`src/rtl/ttl_reg_bank.sv`:
```
// Register bank: DEPTH x WIDTH registers with one write port (load, increment, decrement, clear)
// and one combinational read port. Define TTL_REG_BANK_TRISTATE_EN to let oe_n tri-state rdata.
module ttl_reg_bank #(
   parameter  int WIDTH  = 8,
   parameter  int DEPTH  = 4,
   localparam int ADDR_W = $clog2(DEPTH)
) (
   input  logic              clk,
   input  logic              rst,
   input  logic              we,
   input  logic [1:0]        op,
   input  logic [ADDR_W-1:0] waddr,
   input  logic [WIDTH-1:0]  wdata,
   input  logic [ADDR_W-1:0] raddr,
   input  logic              oe_n,
   output logic [WIDTH-1:0]  rdata,
   output logic              cy,
   output logic              zero
);

   localparam logic [1:0] OP_LOAD = 2'b00;
   localparam logic [1:0] OP_INC  = 2'b01;
   localparam logic [1:0] OP_DEC  = 2'b10;
   localparam logic [1:0] OP_CLR  = 2'b11;

   if (WIDTH < 1 || WIDTH > 32) begin : g_bad_width
      $error("ttl_reg_bank: WIDTH must be 1..32");
   end
   if (DEPTH < 2 || DEPTH > 16 || (DEPTH & (DEPTH - 1)) != 0) begin : g_bad_depth
      $error("ttl_reg_bank: DEPTH must be a power of two in 2..16");
   end

   logic [WIDTH-1:0] regs_q [DEPTH];
   logic [WIDTH-1:0] regs_d [DEPTH];
   logic             cy_q;
   logic             cy_d;
   logic [WIDTH-1:0] wr_old;
   logic [WIDTH-1:0] rd_val;

   assign wr_old = regs_q[waddr];

   // Only reg[waddr] can change; everything else is copied through.
   always_comb begin
      regs_d = regs_q;
      cy_d   = cy_q;
      if (we) begin
         unique case (op)
            OP_LOAD: begin
               regs_d[waddr] = wdata;
               cy_d          = 1'b0;
            end
            OP_INC: begin
               regs_d[waddr] = wr_old + 1'b1;
               cy_d          = &wr_old;
            end
            OP_DEC: begin
               regs_d[waddr] = wr_old - 1'b1;
               cy_d          = ~|wr_old;
            end
            OP_CLR: begin
               regs_d[waddr] = '0;
               cy_d          = 1'b0;
            end
            default: begin
               regs_d[waddr] = wr_old;
               cy_d          = cy_q;
            end
         endcase
      end
   end

   always_ff @(posedge clk) begin
      if (rst) begin
         for (int i = 0; i < DEPTH; i++) begin
            regs_q[i] <= '0;
         end
         cy_q <= 1'b0;
      end else begin
         for (int i = 0; i < DEPTH; i++) begin
            regs_q[i] <= regs_d[i];
         end
         cy_q <= cy_d;
      end
   end

   assign rd_val = regs_q[raddr];
   assign zero   = (rd_val == '0);
   assign cy     = cy_q;

`ifdef TTL_REG_BANK_TRISTATE_EN
   assign rdata = oe_n ? {WIDTH{1'bz}} : rd_val;
`else
   assign rdata = rd_val;
`endif

`ifndef SYNTHESIS
   // Unknown write controls would silently corrupt the model, so stop the run instead.
   always @(posedge clk) begin
      if (rst !== 1'b1) begin
         if ($isunknown(we))    $fatal(1, "ttl_reg_bank: X/Z on we at clock edge");
         if ($isunknown(op))    $fatal(1, "ttl_reg_bank: X/Z on op at clock edge");
         if ($isunknown(waddr)) $fatal(1, "ttl_reg_bank: X/Z on waddr at clock edge");
      end
`ifndef TTL_REG_BANK_TRISTATE_EN
      if (oe_n === 1'b1) $fatal(1, "ttl_reg_bank tri state cannot be used (oe_n high).");
`endif
   end
`endif

endmodule

```
`config.mk`:
```
export PLATFORM = sky130hd
export DESIGN_NAME = ttl_reg_bank
export DESIGN_NICKNAME = d
export VERILOG_FILES = /design/src/rtl/ttl_reg_bank.sv
export SDC_FILE = /design/constraint.sdc
export NUM_CORES = 1
export LEC_CHECK = 0
export ABC_CLOCK_PERIOD_IN_PS = 2300
export CAP_MARGIN = 40
export CORE_ASPECT_RATIO = 0.6
export CORE_MARGIN = 5
export CORE_UTILIZATION = 50
export DETAILED_ROUTE_END_ITERATION = 16
export PLACE_DENSITY_LB_ADDON = 0.08
export SKIP_LAST_GASP = 1
export SLEW_MARGIN = 20
export SYNTH_ARGS = -nofsm -noshare
export SYNTH_HDL_FRONTEND = slang
export SYNTH_SLANG_ARGS = --single-unit
export TNS_END_PERCENT = 100
```
`constraint.sdc`:
```
create_clock -name clk -period 2.3 [get_ports clk]
set_clock_uncertainty 0.05 [all_clocks]
set_input_delay 0.23 -clock clk [delete_from_list [all_inputs] [get_ports clk]]
set_output_delay 0.23 -clock clk [all_outputs]
set_load 0.01 [all_outputs]
```
After elaboration in Yosys (flattened, before gate mapping)
Cells that the tools add are included.

Equal/unequal tests: 3. Reduce and logical (&&, ||, !) cells: 7. Muxes and demuxes: 13. $lt $le $gt $ge: 3. Divide/modulo/power cells: 0. Shift-type cells: 0. Multiply operators: 0. Add/sub/neg operators: 2. Bitwise gates (word level): 4.

Operators with widths (number): 32-bit case mux with 4 select lines (1); 32-bit bitwise mux (3); 8-bit two-way mux (5); 32-bit bitwise AND (1); 8-bit binary-select mux with 2-bit select (2); 32-bit NOT (1); 8-bit demux with 2-bit select (1); 8-bit by 1-bit adder with 8-bit output, second input constant (1); 8-bit logical NOT (1); 8-bit AND reduction (1); 8-bit OR reduction (1); 8-bit by 1-bit subtractor with 8-bit output, second input constant (1); 3-bit >= comparator, second input constant (2); 2-bit NOT with 3-bit output (2); 2-bit == test, second input constant (2); 3-bit by 1-bit less-than comparator with 1-bit output, second input constant (1); 1-bit case mux with 3 select lines (1); 2-bit by 1-bit == test with 1-bit output, second input constant (1); 2-bit logical NOT (1); 2-bit OR reduction (1); 1-bit logical AND (1); 1-bit logical NOT (1).

Memories kept: 0. RAM bits: 0. Bits in read-only memories: 0. Latch bits: 0. Word-level logic and storage cells: 37. Register bits after elaboration: 33.

Depth between registers and ports, before layout
Gate-level depths: netlist (run 1).

Word-level depth: 8. Mapped depth: 10. Gate-level depth less buffers: 8.

Worst setup path after synthesis (run 1)
Ideal clock, no wire load.

Path kind: in2reg. Start: input port waddr[1]. End: register with a tool-made name. Data arrival time: 2290 ps. Setup slack: -173 ps. Required time: 2117 ps. Setup time: 133 ps. Stages: 7. Cell sequence: buf_6 mux4_2 or3_1 or4_4 xnor2_2 a22oi_1 a31oi_1.

RTL lines: from (decl) (RTL line 12) `input logic [ADDR_W-1:0] waddr,`.

==> results of run 1 <==
-- per-layer routing --
layer	vias to the layer above	global-route usage
met1	1125	0.357
met2	129	0.376
li1	1085	-
met3	15	0.0855
met5	-	0
met4	0	0.0780
-- cell usage after synthesis, types with 4 or more instances --
cell type	n
a31oi_1	5
a21oi_1	9
nand3_1	10
mux4_2	16
inv_1	6
clkbuf_1	15
a211oi_1	6
nand2_1	23
xnor2_1	7
o41ai_1	4
o21ai_0	17
nor3_1	8
nor2_1	33
a32o_1	4
dfxtp_1	33
-- kinds of logic after synthesis --
kind of cell,Yosys count
AOI/OAI and AO/OA,62
xor gates and xnor gates,10
adders and majority gates,3
buffers and inverters,24
DFF,33
muxes,18
and+or+nand+nor,96
-- worst reg2reg max path: cells and delay by family, from the launching register on --
kind / cells / cell delay (ps)
DFF: 1 / 330
AOI/OAI and AO/OA: 2 / 290
muxes: 1 / 530
and+or+nand+nor: 2 / 870
xor gates and xnor gates: 1 / 170
-- per-stage QoR --
stage	util	hold slack [ps]	setup TNS, ps	setup WS, ps	std cells
2_1_floorplan	-	393	-76.8	-29.0	246
3_3_place_gp	0.682	406	-15140	-643	362
3_5_place_dp	0.682	416	-15940	-650	362
4_1_cts	0.728	427	-1000	-161	376
5_1_grt	0.772	459	-1830	-176	382
6_report	0.772	425	-469	-62.5	382
-- power breakdown --
part / total, mW / internal, mW / switching, mW
sequential: 0.617 / 0.599 / 0.0186
clock: 0.491 / 0.271 / 0.221
combinational: 0.531 / 0.277 / 0.254
-- layout make-up --
| type | count | area share |
|---|---|---|
| tap | 60 | 0.0236 |
| multi-input combinational | 189 | 0.482 |
| clock inverter | 1 | 0.00157 |
| clock buffer | 7 | 0.0303 |
| sequential | 33 | 0.211 |
| inverter | 6 | 0.00708 |
| timing repair buffer | 86 | 0.244 |
-- repair_timing --
item                       in CTS  in global routing
pin swaps                      16                 25
setup endpoints to repair      30                 28
buffers inserted                6                  7
gates cloned                    0                  0
resized for setup              19                 41
-- worst paths after layout --
check	startpoint	endpoint
hold / removal	register	register
setup reg to reg	register	register
setup / recovery	register	register
hold reg to reg	register	register
==> flow_summary.yaml, run 1 <==
yosys:
  synth.net_count: 267
  synthArstFlopShare: 0
  synth_edf_count: 0
  synth_flop_cell: "dfxtp_1"
  synth.top_cell.area_share: 0.308
  ys_warn_count: 0
  synth_top_family_by_area: "simple AND/OR/NAND/NOR gates"
  netlist.top_cell.by_area: "dfxtp_1"
  synth_adder_area_share: 0.0175
  synth-compound-area-share: 0.197
  synthMuxAreaShare: 0.177
  syn_area_sq_um: 2150
  synth_simple_gate_area_frac: 0.210
  yosysUniqueCellTypes: 42
  synth.avg_cell_area_sq_um: 8.73
  syn_inst: 246
  synth-seq-cells: 33
  synthTopCellsByArea: "dfxtp_1 31%, mux4_2 17%, nor2_1 5.8%"
  ys_seq_area_frac: 0.308
  synthXorXnorAreaFrac: 0.0443
timing:
  finalHoldViolations: 0
  fin_crit_ps: 2360
  rsz0062_at_grt: "yes"
  worst_slew_pin_slew_ps: 592
  relSlewSlack: 0.605
  finalMaxSlewViolations: 0
  period_share: 1.03
  setup_viol: 14
  fin_ws_ps: -62.5
  max_freq_mhz: 423
drt:
  routed_wl_mm: 7.39
  drtPass1Iterations: 7
  first_iter_violations: 238
  top_layer: "met4"
  route.detailed.wl_per_inst_um: 19.4
  postRouteAntennaNets: 0
  m1WireLength_mm: 3.21
  drc: 0
  num_vias: 2354
  dr_wl_met3_um: 840
  met2_length_mm: 3.22
  avgViaCountPerCell: 6.16
placed_design:
  routabilityCongestion: 0.904
  portBuffers: 26
  place.detailed.hpwl_mm: 5.09
  placed_cell_area_sq_um: 2810
floorplan:
  pin_count: 28
  die-area_sq_um: 5750
  initial_core_util: 0.521
  dieWidth_um: 94.6
  die_y_um: 60.8
  core_area_sq_um: 4120
  num_rows: 18
setup_path:
  slowest_delay_ps: 570
  crit_path_top_delay_cell: "or4_4"
  crit_family: "simple AND/OR/NAND/NOR gates"
  worstPathArrival_ps: 2480
  cp_num_buf_inv: 0
  reg2regPathDepth: 6
  path_class: "reg2reg"
  startpoint_type: "register"
  worstPathCellList: "mux4_2, or2_4, or4_4, xnor2_4, a22oi_2, a31oi_1"
  cp.depth: 6
  cp_max_fo: 4
  required_ps: 2410
  critPathCaptureType: "register"
  rrSetupSlack_ps: -60
clock_network:
  clk-insertion-delay-late_ps: 290
  clk_pin_slew_ps: 70
  clk_path_buf_depth: 2
  cts_buffers: 5
  cts-root-buf: "clkbuf_8"
  htreeDepth: 2
  ctsHoldBuffers: 0
  cts_tree: "yes"
  cts_sinks: 33
run:
  drv_cap: 0
min_path:
  hold_depth: 2
  hp-class: "reg2reg"
global_routing:
  grt_pass1_wl_mm: 10.9
  grt_overflow: 0
  grt_max_degree: 19
  grt_pass1_vias: 2142
  antenna_found_initial: 0
  grt_use_total: 0.255
finish:
  regArea_sq_um: 673
  nets: 342
  nFillCells: 295
  final_cell_mix: "47 x buf_4, 32 x nor2_1, 23 x nand2_1, 23 x dfxtp_1, 21 x clkdlybuf4s50_1"
  final_common_cell: "buf_4"
  postLayoutCellArea_sq_um: 3180
  diodes: 0
  areaGrowthSynthToFinish_pct: 48.2
  final_layout_size_suffix_gt1_frac: 0.385
  multi_input_area_sq_um: 1530
status:
  violations: "setup timing"
  status: "finished with violations"
pwr:
  power_mw: 1.64
  p_per_area_nw_per_um2: 515
  max-vdd-ir-drop_mv: 0.418
  p_leak_nw: 1.26
Power figures use the tool's default switching activity.
==> inputs of run 2 (changes only) <==
--- a/config.mk
+++ b/config.mk
@@ -5,7 +5,6 @@
 export SDC_FILE = /design/constraint.sdc
 export NUM_CORES = 1
 export LEC_CHECK = 0
-export ABC_CLOCK_PERIOD_IN_PS = 2300
 export CAP_MARGIN = 40
 export CORE_ASPECT_RATIO = 0.6
 export CORE_MARGIN = 5
==> results of run 2 <==
Same layout as run 1: the final DEF is identical, and so are final timing and power.
